### config.mk
export PLATFORM = sky130hd
export DESIGN_NAME = btb_write_flat
export DESIGN_NICKNAME = d
export VERILOG_FILES = /design/src/rtl/btb_pkg.sv /design/src/rtl/btb_write_if.sv /design/src/rtl/btb_victim_sel.sv /design/src/rtl/btb_write.sv /design/src/flat_wrapper.sv
export SDC_FILE = /design/constraint.sdc
export NUM_CORES = 2
export LEC_CHECK = 0
export CAP_MARGIN = 15
export CORE_UTILIZATION = 58
export CTS_BUF_LIST = sky130_fd_sc_hd__clkbuf_8
export CTS_CLUSTER_SIZE = 10
export DETAILED_ROUTE_END_ITERATION = 7
export PLACE_DENSITY = 0.74
export RECOVER_POWER = 50
export SLEW_MARGIN = 25
export SYNTH_ARGS = -nofsm -noshare
export SYNTH_HDL_FRONTEND = slang
export SYNTH_HIERARCHICAL = 1
export SYNTH_SLANG_ARGS = --single-unit
### constraint.sdc
create_clock -name clk -period 8.16 [get_ports clk]
set_clock_uncertainty 0.05 [all_clocks]
set_input_delay 0.816 -clock clk [delete_from_list [all_inputs] [get_ports clk]]
set_output_delay 0.816 -clock clk [all_outputs]
set_load 0.005 [all_outputs]
### src/rtl/btb_pkg.sv
// Shared constants, types and helpers for the branch target buffer.
package btb_pkg;

  localparam int unsigned PCW  = 30;
  localparam int unsigned IDXW = 3;
  localparam int unsigned SETS = 1 << IDXW;
  localparam int unsigned TAGW = PCW - IDXW;

  localparam logic [1:0] CTR_WNT = 2'b01;
  localparam logic [1:0] CTR_WT  = 2'b10;
  localparam logic [1:0] CTR_MAX = 2'b11;

  typedef enum logic [1:0] {
    IDLE   = 2'd0,
    LOOKUP = 2'd1,
    WRITE  = 2'd2
  } btb_state_e;

  typedef struct packed {
    logic            valid;
    logic [TAGW-1:0] tag;
    logic [PCW-1:0]  target;
    logic [1:0]      ctr;
  } btb_entry_t;

  // Saturating 2-bit direction counter step.
  function automatic logic [1:0] ctr_next(input logic [1:0] ctr, input logic taken);
    logic [1:0] res;
    res = ctr;
    if (taken) begin
      if (ctr != CTR_MAX) res = ctr + 2'd1;
    end else begin
      if (ctr != 2'b00) res = ctr - 2'd1;
    end
    return res;
  endfunction

endpackage

### src/rtl/btb_write_if.sv
// Update handshake between EX (master) and the BTB write side (slave).
interface btb_write_if;
  import btb_pkg::*;

  logic           upd_valid;
  logic           upd_ready;
  logic [PCW-1:0] upd_pc;
  logic [PCW-1:0] upd_target;
  logic           upd_taken;
  logic           upd_done;

  modport master (
    output upd_valid, upd_pc, upd_target, upd_taken,
    input  upd_ready, upd_done
  );

  modport slave (
    input  upd_valid, upd_pc, upd_target, upd_taken,
    output upd_ready, upd_done
  );

endinterface

### src/rtl/btb_victim_sel.sv
// Chooses the way to write: matching way first, then a free way, then LRU.
module btb_victim_sel (
  input  logic valid0,
  input  logic valid1,
  input  logic lru,
  input  logic hit0,
  input  logic hit1,
  output logic way_c,
  output logic hit_c
);

  // Hit on way0 wins over way1; on a miss prefer an invalid way.
  always_comb begin
    hit_c = hit0 | hit1;
    way_c = lru;
    if (hit0)        way_c = 1'b0;
    else if (hit1)   way_c = 1'b1;
    else if (!valid0) way_c = 1'b0;
    else if (!valid1) way_c = 1'b1;
  end

endmodule

### src/rtl/btb_write.sv
// Storage and update side of the 2-way, 8-set branch target buffer.
// Optional feature: define BTB_FLUSH_EN to add a synchronous flush input
// that clears all valid and LRU bits and aborts an update in flight.
module btb_write
  import btb_pkg::*;
(
  input  logic            clk,
  input  logic            rst_n,
`ifdef BTB_FLUSH_EN
  input  logic            flush,
`endif
  btb_write_if.slave      upd,
  input  logic [IDXW-1:0] rd_set,
  output logic            rd_valid0,
  output logic            rd_valid1,
  output logic [TAGW-1:0] rd_tag0,
  output logic [TAGW-1:0] rd_tag1,
  output logic [PCW-1:0]  rd_target0,
  output logic [PCW-1:0]  rd_target1,
  output logic [1:0]      rd_ctr0,
  output logic [1:0]      rd_ctr1
);

  btb_state_e state_q, state_d;

  btb_entry_t way0_q [SETS];
  btb_entry_t way1_q [SETS];
  logic [SETS-1:0] lru_q;

  logic [PCW-1:0]  req_pc_q;
  logic [PCW-1:0]  req_target_q;
  logic            req_taken_q;

  logic            dec_we_q;
  logic            dec_way_q;
  logic [IDXW-1:0] dec_set_q;
  btb_entry_t      dec_entry_q;

  logic            done_q;
  logic            flush_w;
  logic            accept;

  logic [IDXW-1:0] lk_set;
  logic [TAGW-1:0] lk_tag;
  btb_entry_t      lk_e0, lk_e1, lk_cur, lk_new;
  logic            lk_hit0, lk_hit1, lk_way, lk_hit, lk_we;

`ifdef BTB_FLUSH_EN
  assign flush_w = flush;
`else
  assign flush_w = 1'b0;
`endif

  assign upd.upd_ready = (state_q == IDLE) & ~flush_w;
  assign upd.upd_done  = done_q;
  assign accept        = upd.upd_valid & upd.upd_ready;

  // Combinational IF read port; no bypass of a same-cycle write.
  assign rd_valid0  = way0_q[rd_set].valid;
  assign rd_valid1  = way1_q[rd_set].valid;
  assign rd_tag0    = way0_q[rd_set].tag;
  assign rd_tag1    = way1_q[rd_set].tag;
  assign rd_target0 = way0_q[rd_set].target;
  assign rd_target1 = way1_q[rd_set].target;
  assign rd_ctr0    = way0_q[rd_set].ctr;
  assign rd_ctr1    = way1_q[rd_set].ctr;

  // Lookup on the captured request: tag compare and way choice.
  assign lk_set  = req_pc_q[IDXW-1:0];
  assign lk_tag  = req_pc_q[PCW-1:IDXW];
  assign lk_e0   = way0_q[lk_set];
  assign lk_e1   = way1_q[lk_set];
  assign lk_hit0 = lk_e0.valid & (lk_e0.tag == lk_tag);
  assign lk_hit1 = lk_e1.valid & (lk_e1.tag == lk_tag);

  btb_victim_sel u_victim_sel (
    .valid0 (lk_e0.valid),
    .valid1 (lk_e1.valid),
    .lru    (lru_q[lk_set]),
    .hit0   (lk_hit0),
    .hit1   (lk_hit1),
    .way_c  (lk_way),
    .hit_c  (lk_hit)
  );

  assign lk_cur = lk_way ? lk_e1 : lk_e0;

  // New entry contents: train on a hit, allocate on a taken miss.
  always_comb begin
    lk_new = lk_cur;
    lk_we  = 1'b0;
    if (lk_hit) begin
      lk_we      = 1'b1;
      lk_new.ctr = ctr_next(lk_cur.ctr, req_taken_q);
      if (req_taken_q) lk_new.target = req_target_q;
    end else if (req_taken_q) begin
      lk_we         = 1'b1;
      lk_new.valid  = 1'b1;
      lk_new.tag    = lk_tag;
      lk_new.target = req_target_q;
      lk_new.ctr    = CTR_WT;
    end
  end

  // FSM state register.
  always_ff @(posedge clk or negedge rst_n) begin
    if (!rst_n) state_q <= IDLE;
    else        state_q <= state_d;
  end

  // FSM next state; flush returns to IDLE from anywhere.
  always_comb begin
    state_d = state_q;
    case (state_q)
      IDLE:    if (accept) state_d = LOOKUP;
      LOOKUP:  state_d = WRITE;
      WRITE:   state_d = IDLE;
      default: state_d = IDLE;
    endcase
    if (flush_w) state_d = IDLE;
  end

  // Request capture on accept.
  always_ff @(posedge clk or negedge rst_n) begin
    if (!rst_n) begin
      req_pc_q     <= '0;
      req_target_q <= '0;
      req_taken_q  <= 1'b0;
    end else if (accept) begin
      req_pc_q     <= upd.upd_pc;
      req_target_q <= upd.upd_target;
      req_taken_q  <= upd.upd_taken;
    end
  end

  // Register the lookup decision for the write cycle.
  always_ff @(posedge clk or negedge rst_n) begin
    if (!rst_n) begin
      dec_we_q    <= 1'b0;
      dec_way_q   <= 1'b0;
      dec_set_q   <= '0;
      dec_entry_q <= '0;
    end else if (state_q == LOOKUP) begin
      dec_we_q    <= lk_we;
      dec_way_q   <= lk_way;
      dec_set_q   <= lk_set;
      dec_entry_q <= lk_new;
    end
  end

  // Completion pulse on the edge the array write commits.
  always_ff @(posedge clk or negedge rst_n) begin
    if (!rst_n) done_q <= 1'b0;
    else        done_q <= (state_q == WRITE) & ~flush_w;
  end

  // Entry storage and LRU; flush wins over a same-cycle write.
  always_ff @(posedge clk or negedge rst_n) begin
    if (!rst_n) begin
      for (int i = 0; i < int'(SETS); i++) begin
        way0_q[i] <= '0;
        way1_q[i] <= '0;
      end
      lru_q <= '0;
    end else if (flush_w) begin
      for (int i = 0; i < int'(SETS); i++) begin
        way0_q[i].valid <= 1'b0;
        way1_q[i].valid <= 1'b0;
      end
      lru_q <= '0;
    end else if ((state_q == WRITE) && dec_we_q) begin
      if (dec_way_q) way1_q[dec_set_q] <= dec_entry_q;
      else           way0_q[dec_set_q] <= dec_entry_q;
      lru_q[dec_set_q] <= ~dec_way_q;
    end
  end

endmodule

### src/flat_wrapper.sv
// flat-port wrapper written by rule: the top's interface ports become plain ports
module btb_write_flat import btb_pkg::*;
  (clk, rst_n, rd_set, rd_valid0, rd_valid1, rd_tag0, rd_tag1, rd_target0, rd_target1, rd_ctr0, rd_ctr1, upd_upd_valid, upd_upd_pc, upd_upd_target, upd_upd_taken, upd_upd_ready, upd_upd_done);
  btb_write_if upd_i ();
  input  logic clk;
  input  logic rst_n;
  input  logic [IDXW-1:0] rd_set;
  output logic rd_valid0;
  output logic rd_valid1;
  output logic [TAGW-1:0] rd_tag0;
  output logic [TAGW-1:0] rd_tag1;
  output logic [PCW-1:0] rd_target0;
  output logic [PCW-1:0] rd_target1;
  output logic [1:0] rd_ctr0;
  output logic [1:0] rd_ctr1;
  input wire logic [$bits(upd_i.upd_valid)-1:0] upd_upd_valid;
  input wire logic [$bits(upd_i.upd_pc)-1:0] upd_upd_pc;
  input wire logic [$bits(upd_i.upd_target)-1:0] upd_upd_target;
  input wire logic [$bits(upd_i.upd_taken)-1:0] upd_upd_taken;
  output wire logic [$bits(upd_i.upd_ready)-1:0] upd_upd_ready;
  output wire logic [$bits(upd_i.upd_done)-1:0] upd_upd_done;
  assign upd_i.upd_valid = upd_upd_valid;
  assign upd_i.upd_pc = upd_upd_pc;
  assign upd_i.upd_target = upd_upd_target;
  assign upd_i.upd_taken = upd_upd_taken;
  assign upd_upd_ready = upd_i.upd_ready;
  assign upd_upd_done = upd_i.upd_done;
  btb_write u_core (.clk(clk), .rst_n(rst_n), .upd(upd_i), .rd_set(rd_set), .rd_valid0(rd_valid0), .rd_valid1(rd_valid1), .rd_tag0(rd_tag0), .rd_tag1(rd_tag1), .rd_target0(rd_target0), .rd_target1(rd_target1), .rd_ctr0(rd_ctr0), .rd_ctr1(rd_ctr1));
endmodule
* Yosys cells after proc, flatten, opt, wreduce, memory -nomap -nowiden *
Cells that the tools add are included.

storage, ports and cells
  register bits after elaboration = 1097
  bits of input ports = 67
  output and inout port bits = 122
  word-level logic and storage cells = 144

cells by class
  add/subtract/negate cells = 2
  order comparisons = 7
  eq/ne operators = 6
  muxes and demuxes = 37
  bitwise gates (word level) = 8
  reduce and logical (&&, ||, !) cells = 7

operators by type and width
  kind                 count
  $bwmux 480           2
  $bmux 60 s3          4
  $mux 60              11
  $demux 60 s3         1
  $eq 27x27->1         2
  $mux 32              1
  $mux 30              1
  $mux 28              1
  $ge 4x4->1 const B   3
  $not 3->4            3
  $bwmux 8             1
  $lt 3x4->1 const B   2
  $mux 1               8
  $mux 2               4
  $lt 4x1->1 const B   1
  $ne 2x2->1 const B   2
  $pmux 2 s2           1
  $reduce_and 2->1     2
  $and 1x1->1          3
  $bmux 1 s3           1
  $demux 1 s3          1
  $ge 3x1->1 const B   1
  $logic_and 1x1->1    3
  $add 2x1->2 const B  1
  other kinds (7)      7

* Longest topological paths before layout *
  word-level depth = 13
  depth in mapped cells = 17
  depth with buffers taken out = 14

* By module *
The synthesis kept the hierarchy.

modules (own cells, without submodules)
  module          instances  cells each  area each (µm²)
  btb_write       1          3615        56238.9
  btb_victim_sel  1          4           32.5

* Least setup slack after synthesis *
OpenSTA, ideal clock, no wires.

  kind = register to register
  start = register u_core.req_pc_q[0]
  end = register u_core/dec_entry_q[38] (netlist bit)
  setup time = 0.095 ns
  data arrival time = 3.768 ns
  required time = 8.015 ns
  path slack = 4.247 ns
  cell stages (with the launch flop) = 15
  path buffers = 3
  clock period less this slack = 3.913 ns
  cell sequence = dfrtp_1 > buf_2 > mux4_2 > mux2_2 > xor2_1 > nor4_1 > nand4_1 > nor4_2 > nor3b_2 > nor3_2 > clkbuf_1 > buf_1 > mux2i_1 > nor2_1 > o31ai_1

on the way
  word-level cells in the longest chain between the ends = 11
  elaborated cells on any way between the ends = 21
  those cells by class = eq/ne: 2; mux: 15; bitwise: 4

ends and longest elaborated chain
  item                                           line                  source
  start: declaration                             btb_write.sv:30       logic [PCW-1:0] req_pc_q;
  start signal: assignment                       btb_write.sv:130      req_pc_q <= upd.upd_pc;
  $not 3->4 (not written as such) *              btb_write.sv:72       assign lk_e1 = way1_q[lk_set];
  $bmux 60 s3 *                                  btb_write.sv:72
  $mux 60 (not written as such) * (2 in series)  btb_write.sv:72
  $eq 27x27->1                                   btb_write.sv:74       assign lk_hit1 = lk_e1.valid & (lk_e1.tag == lk_tag);
  $and 1x1->1 *                                  btb_write.sv:74
  net u_core.lk_hit1                             btb_write.sv:46       logic lk_hit0, lk_hit1, lk_way, lk_hit, lk_we;
  $mux 1 *                                       btb_victim_sel.sv:17  else if (hit1) way_c = 1'b1;
  $mux 1 *                                       btb_victim_sel.sv:16  if (hit0) way_c = 1'b0;
  net u_core.lk_way                              btb_write.sv:46
  $mux 60 *                                      btb_write.sv:86       assign lk_cur = lk_way ? lk_e1 : lk_e0;
  $mux 60                                        btb_write.sv:96       end else if (req_taken_q) begin
  $mux 28 *                                      btb_write.sv:92       if (lk_hit) begin
  end signal: assignment                         btb_write.sv:147      dec_entry_q <= lk_new;
  end: declaration                               btb_write.sv:37       btb_entry_t dec_entry_q;

Mark *: on every way through the listed nets, which the timed path passes. The rest lies on a longest branch. The select of a mux whose other input is x is not followed.
A chain may end at the register's enable or synchronous reset.

* Worst setup path in the final report *
  start = register u_core.state_q[1]
  end = register u_core/dec_entry_q[31] (netlist bit)

on the way
  word-level cells in the longest chain between the ends = 1

ends and longest elaborated chain
  item                      line              source
  start: declaration        btb_write.sv:24   btb_state_e state_q, state_d;
  start signal: assignment  btb_write.sv:108  else state_q <= state_d;
  $eq 2x1->1                btb_write.sv:143  end else if (state_q == LOOKUP) begin

No other way between the ends.

==> results.json <==
{
  "slowest_delay_ns": 1.90,
  "syn_area_per_cell_sq_um": 15.5,
  "num_vias": 34900,
  "min_from": "u_core/lru_q[4]",
  "fin_setup_tns_ns": 0,
  "hold_violations": 0,
  "synth_seq_cells": 1097,
  "r2r_cells": 6,
  "ios": 189,
  "cts_resized": 0,
  "layout.nets": 3798,
  "dp.cells": 4805,
  "totalWireLength_microns": 156000,
  "cpMostUsedCell": "clkbuf_1",
  "grt_pass1_vias": 37900,
  "ys.flop_type": "dfrtp_1",
  "cp-start-kind": "flip-flop",
  "critical_path_arrival_ns": 6.66,
  "syn_area_sq_mm": 0.0563,
  "fin_util_pct": 65.7,
  "clockBufferDepth": 3,
  "tightest_slew_ns": 4.86,
  "seq_area_frac_synth_pct": 48.8,
  "hold_slack_ns": 0.428,
  "min_period_over_period_pct": 74.9,
  "path_cells": "nand2b_2, clkbuf_1, inv_2, clkbuf_1, clkbuf_1, a31oi_1",
  "drtPass1Iterations": 6,
  "switching_share_pct": 32.8,
  "power_mw": 17.7,
  "grt.overflow.total": 0,
  "drive_gt1_share_pct": 51.2,
  "area_growth_pct": 11.6,
  "critical-path-top-delay-family": "buffers and inverters",
  "status": "finished with violations",
  "final_antenna_net_count": 0,
  "leakage_nw": 28.8,
  "hp-class": "flip-flop to flip-flop",
  "vdd_drop_max_uv": 215,
  "antenna_found_initial": 3,
  "grt_util_all_layers_pct": 32.6,
  "worstSkewPairLatency_ns": 0.87,
  "slew_viol_final": 1038,
  "r2r_slack_ns": 2.05,
  "power.density_mw_per_mm2": 282,
  "post-place-ws_ns": 1.98,
  "fmax_ghz": 0.164,
  "min_period_ns": 6.11,
  "fp.dieW_microns": 313,
  "maxCapViolations": 18,
  "path_buf_inv": 4,
  "final_cell_area_sq_mm": 0.0628,
  "cts_max_level": 4,
  "reg2reg_to": "u_core/dec_entry_q[31]",
  "critPathKind": "flip-flop to flip-flop",
  "io_buffers": 188,
  "holdPathStages": 1,
  "reg2reg_from": "u_core/state_q[1]",
  "fin_ws_ns": 2.05,
  "die_area_sq_mm": 0.0983,
  "grt_first_pass_wirelength_microns": 239000,
  "crit_path_end_kind": "flip-flop",
  "setup_viol": 0,
  "final_common_cell": "mux2_2",
  "clkSlewWorstSetupHoldPaths_ns": 0.06,
  "crit_fanout": 55,
  "drc": 0,
  "slew_headroom_pct": -224,
  "fill_cells": 6783,
  "viasPerCell": 6.79,
  "cts_tree": "built",
  "grt_max_degree": 184,
  "power_frac_clock_pct": 27.8,
  "worst-endpoint-required_ns": 8.71,
  "core_area_sq_mm": 0.0956,
  "critPathSlowestCell": "clkbuf_1",
  "syn-num-nets": 3686,
  "p_sw_mw": 5.80,
  "rows": 113,
  "cts_buffers": 183,
  "mostFrequentLayoutCells": "1,145 x mux2_2, 1,094 x dfrtp_1, 489 x mux4_2",
  "initialDrtViolationCount": 2911,
  "cts_root_buf": "clkbuf_8",
  "synth_cells": 3619,
  "ys_warn_count": 6,
  "intPower_mw": 11.9,
  "violations": "capacitance limit, slew limit",
  "synth_edf_count": 0,
  "post_cts_buffers": 0,
  "hpwl_microns": 90200,
  "min_to": "u_core/lru_q[4]",
  "comb_power_share_pct": 25.8,
  "seqPwrFrac_pct": 46.4,
  "rsz0062_at_grt": "false",
  "gp_congestion": 0.848,
  "async_flop_share_pct": 100,
  "ys_types": 49,
  "place_area_sq_mm": 0.0591,
  "initial_utilization_pct": 58.9,
  "die_h_microns": 313,
  "wl_per_cell_microns": 30.3,
  "cts.sinks": 1097,
  "stdcell_count": 5145
}
-- synthesized netlist by cell type, drive strengths merged (4+ instances only) --
library cell | count | area (sq um)
nand3 | 12 | 60.1
buf | 160 | 801
nor2b | 11 | 68.8
a21o | 9 | 67.6
nor3b | 4 | 35.0
nand2 | 129 | 484
mux4 | 489 | 11000
o21ai | 43 | 215
a211oi | 13 | 97.6
dfrtp | 1097 | 27500
nor4 | 9 | 68.8
a31oi | 37 | 231
a21oi | 12 | 60.1
clkbuf | 176 | 661
mux2i | 90 | 901
nor2 | 67 | 251
a22o | 4 | 35.0
o211ai | 5 | 37.5
xnor2 | 34 | 298
xor2 | 20 | 175
a22oi | 12 | 90.1
inv | 5 | 18.8
mux2 | 1145 | 12900
nand4 | 9 | 56.3
-- routing by layer --
metal	global-route usage, %	wire length (microns)
met1	43.6	61800
met2	53.6	77800
met3	5.86	10600
met4	12.4	5440
met5	0	0
-- layout make-up --
class | instances | area, sq um | area share (%)
Tap cell | 1265 | 1580 | 2.52
Antenna cell | 1 | 2.50 | 0.00398
Clock inverter | 97 | 500 | 0.797
Clock buffer | 236 | 3250 | 5.17
Multi-Input combinational cell | 2180 | 27500 | 43.7
Timing Repair Buffer | 263 | 2540 | 4.05
Sequential cell | 1097 | 27500 | 43.7
Inverter | 6 | 22.5 | 0.0358
-- logic make-up after synthesis --
| family | Yosys count | synth area share, % |
|---|---|---|
| AOI/OAI and AO/OA | 146 | 1.65 |
| DFF | 1097 | 48.8 |
| muxes | 1724 | 44.1 |
| xor gates and xnor gates | 54 | 0.840 |
| adders and majority gates | 1 | 0.0178 |
| buffers and inverters | 342 | 2.64 |
| and+or+nand+nor | 255 | 1.98 |
-- power by group through the flow --
stage	combinational [mW]	clock, mW	sequential (mW)
final	4.57	4.92	8.22
after global routing	4.86	5.27	8.40
after CTS	4.57	5.01	8.16
after detailed placement	4.55	0	8.25
after global placement	4.43	0	8.05
after floorplan	3.65	0	7.34
-- sequential cells by signal, summed over array words and instances (netlist names) --
name and cells:
u_core/way1_q 480, u_core/dec_entry_q 60, u_core/lru_q 8, u_core/req_target_q 30
u_core/req_taken_q 1, u_core/way0_q 480, u_core/upd.upd_done 1, u_core/state_q 2
u_core/dec_set_q 3, u_core/dec_we_q 1, u_core/req_pc_q 30, u_core/dec_way_q 1
-- worst max-delay path by stage --
stage | cells after the start | endpoint | slack, ns | from
4_1_cts | 13 | u_core/dec_entry_q[20] | 1.96 | u_core/req_pc_q[0]
3_3_place_gp | 13 | u_core/dec_entry_q[22] | 2.08 | u_core/req_pc_q[0]
3_5_place_dp | 13 | u_core/dec_entry_q[20] | 1.98 | u_core/req_pc_q[0]
6_report | 6 | u_core/dec_entry_q[31] | 2.05 | u_core/state_q[1]
2_1_floorplan | 14 | u_core/dec_entry_q[38] | 4.25 | u_core/req_pc_q[0]
5_1_grt | 5 | u_core/way0_q[400] | 1.16 | rst_n
-- repair_timing --
| action | CTS | global route |
|---|---|---|
| setup endpoints to repair | 0 | 0 |
| endpoints found under the hold margin | 0 | 57 |
| hold buffers | 0 | 1 |
Note: power is estimated with default switching activity, not from simulation.
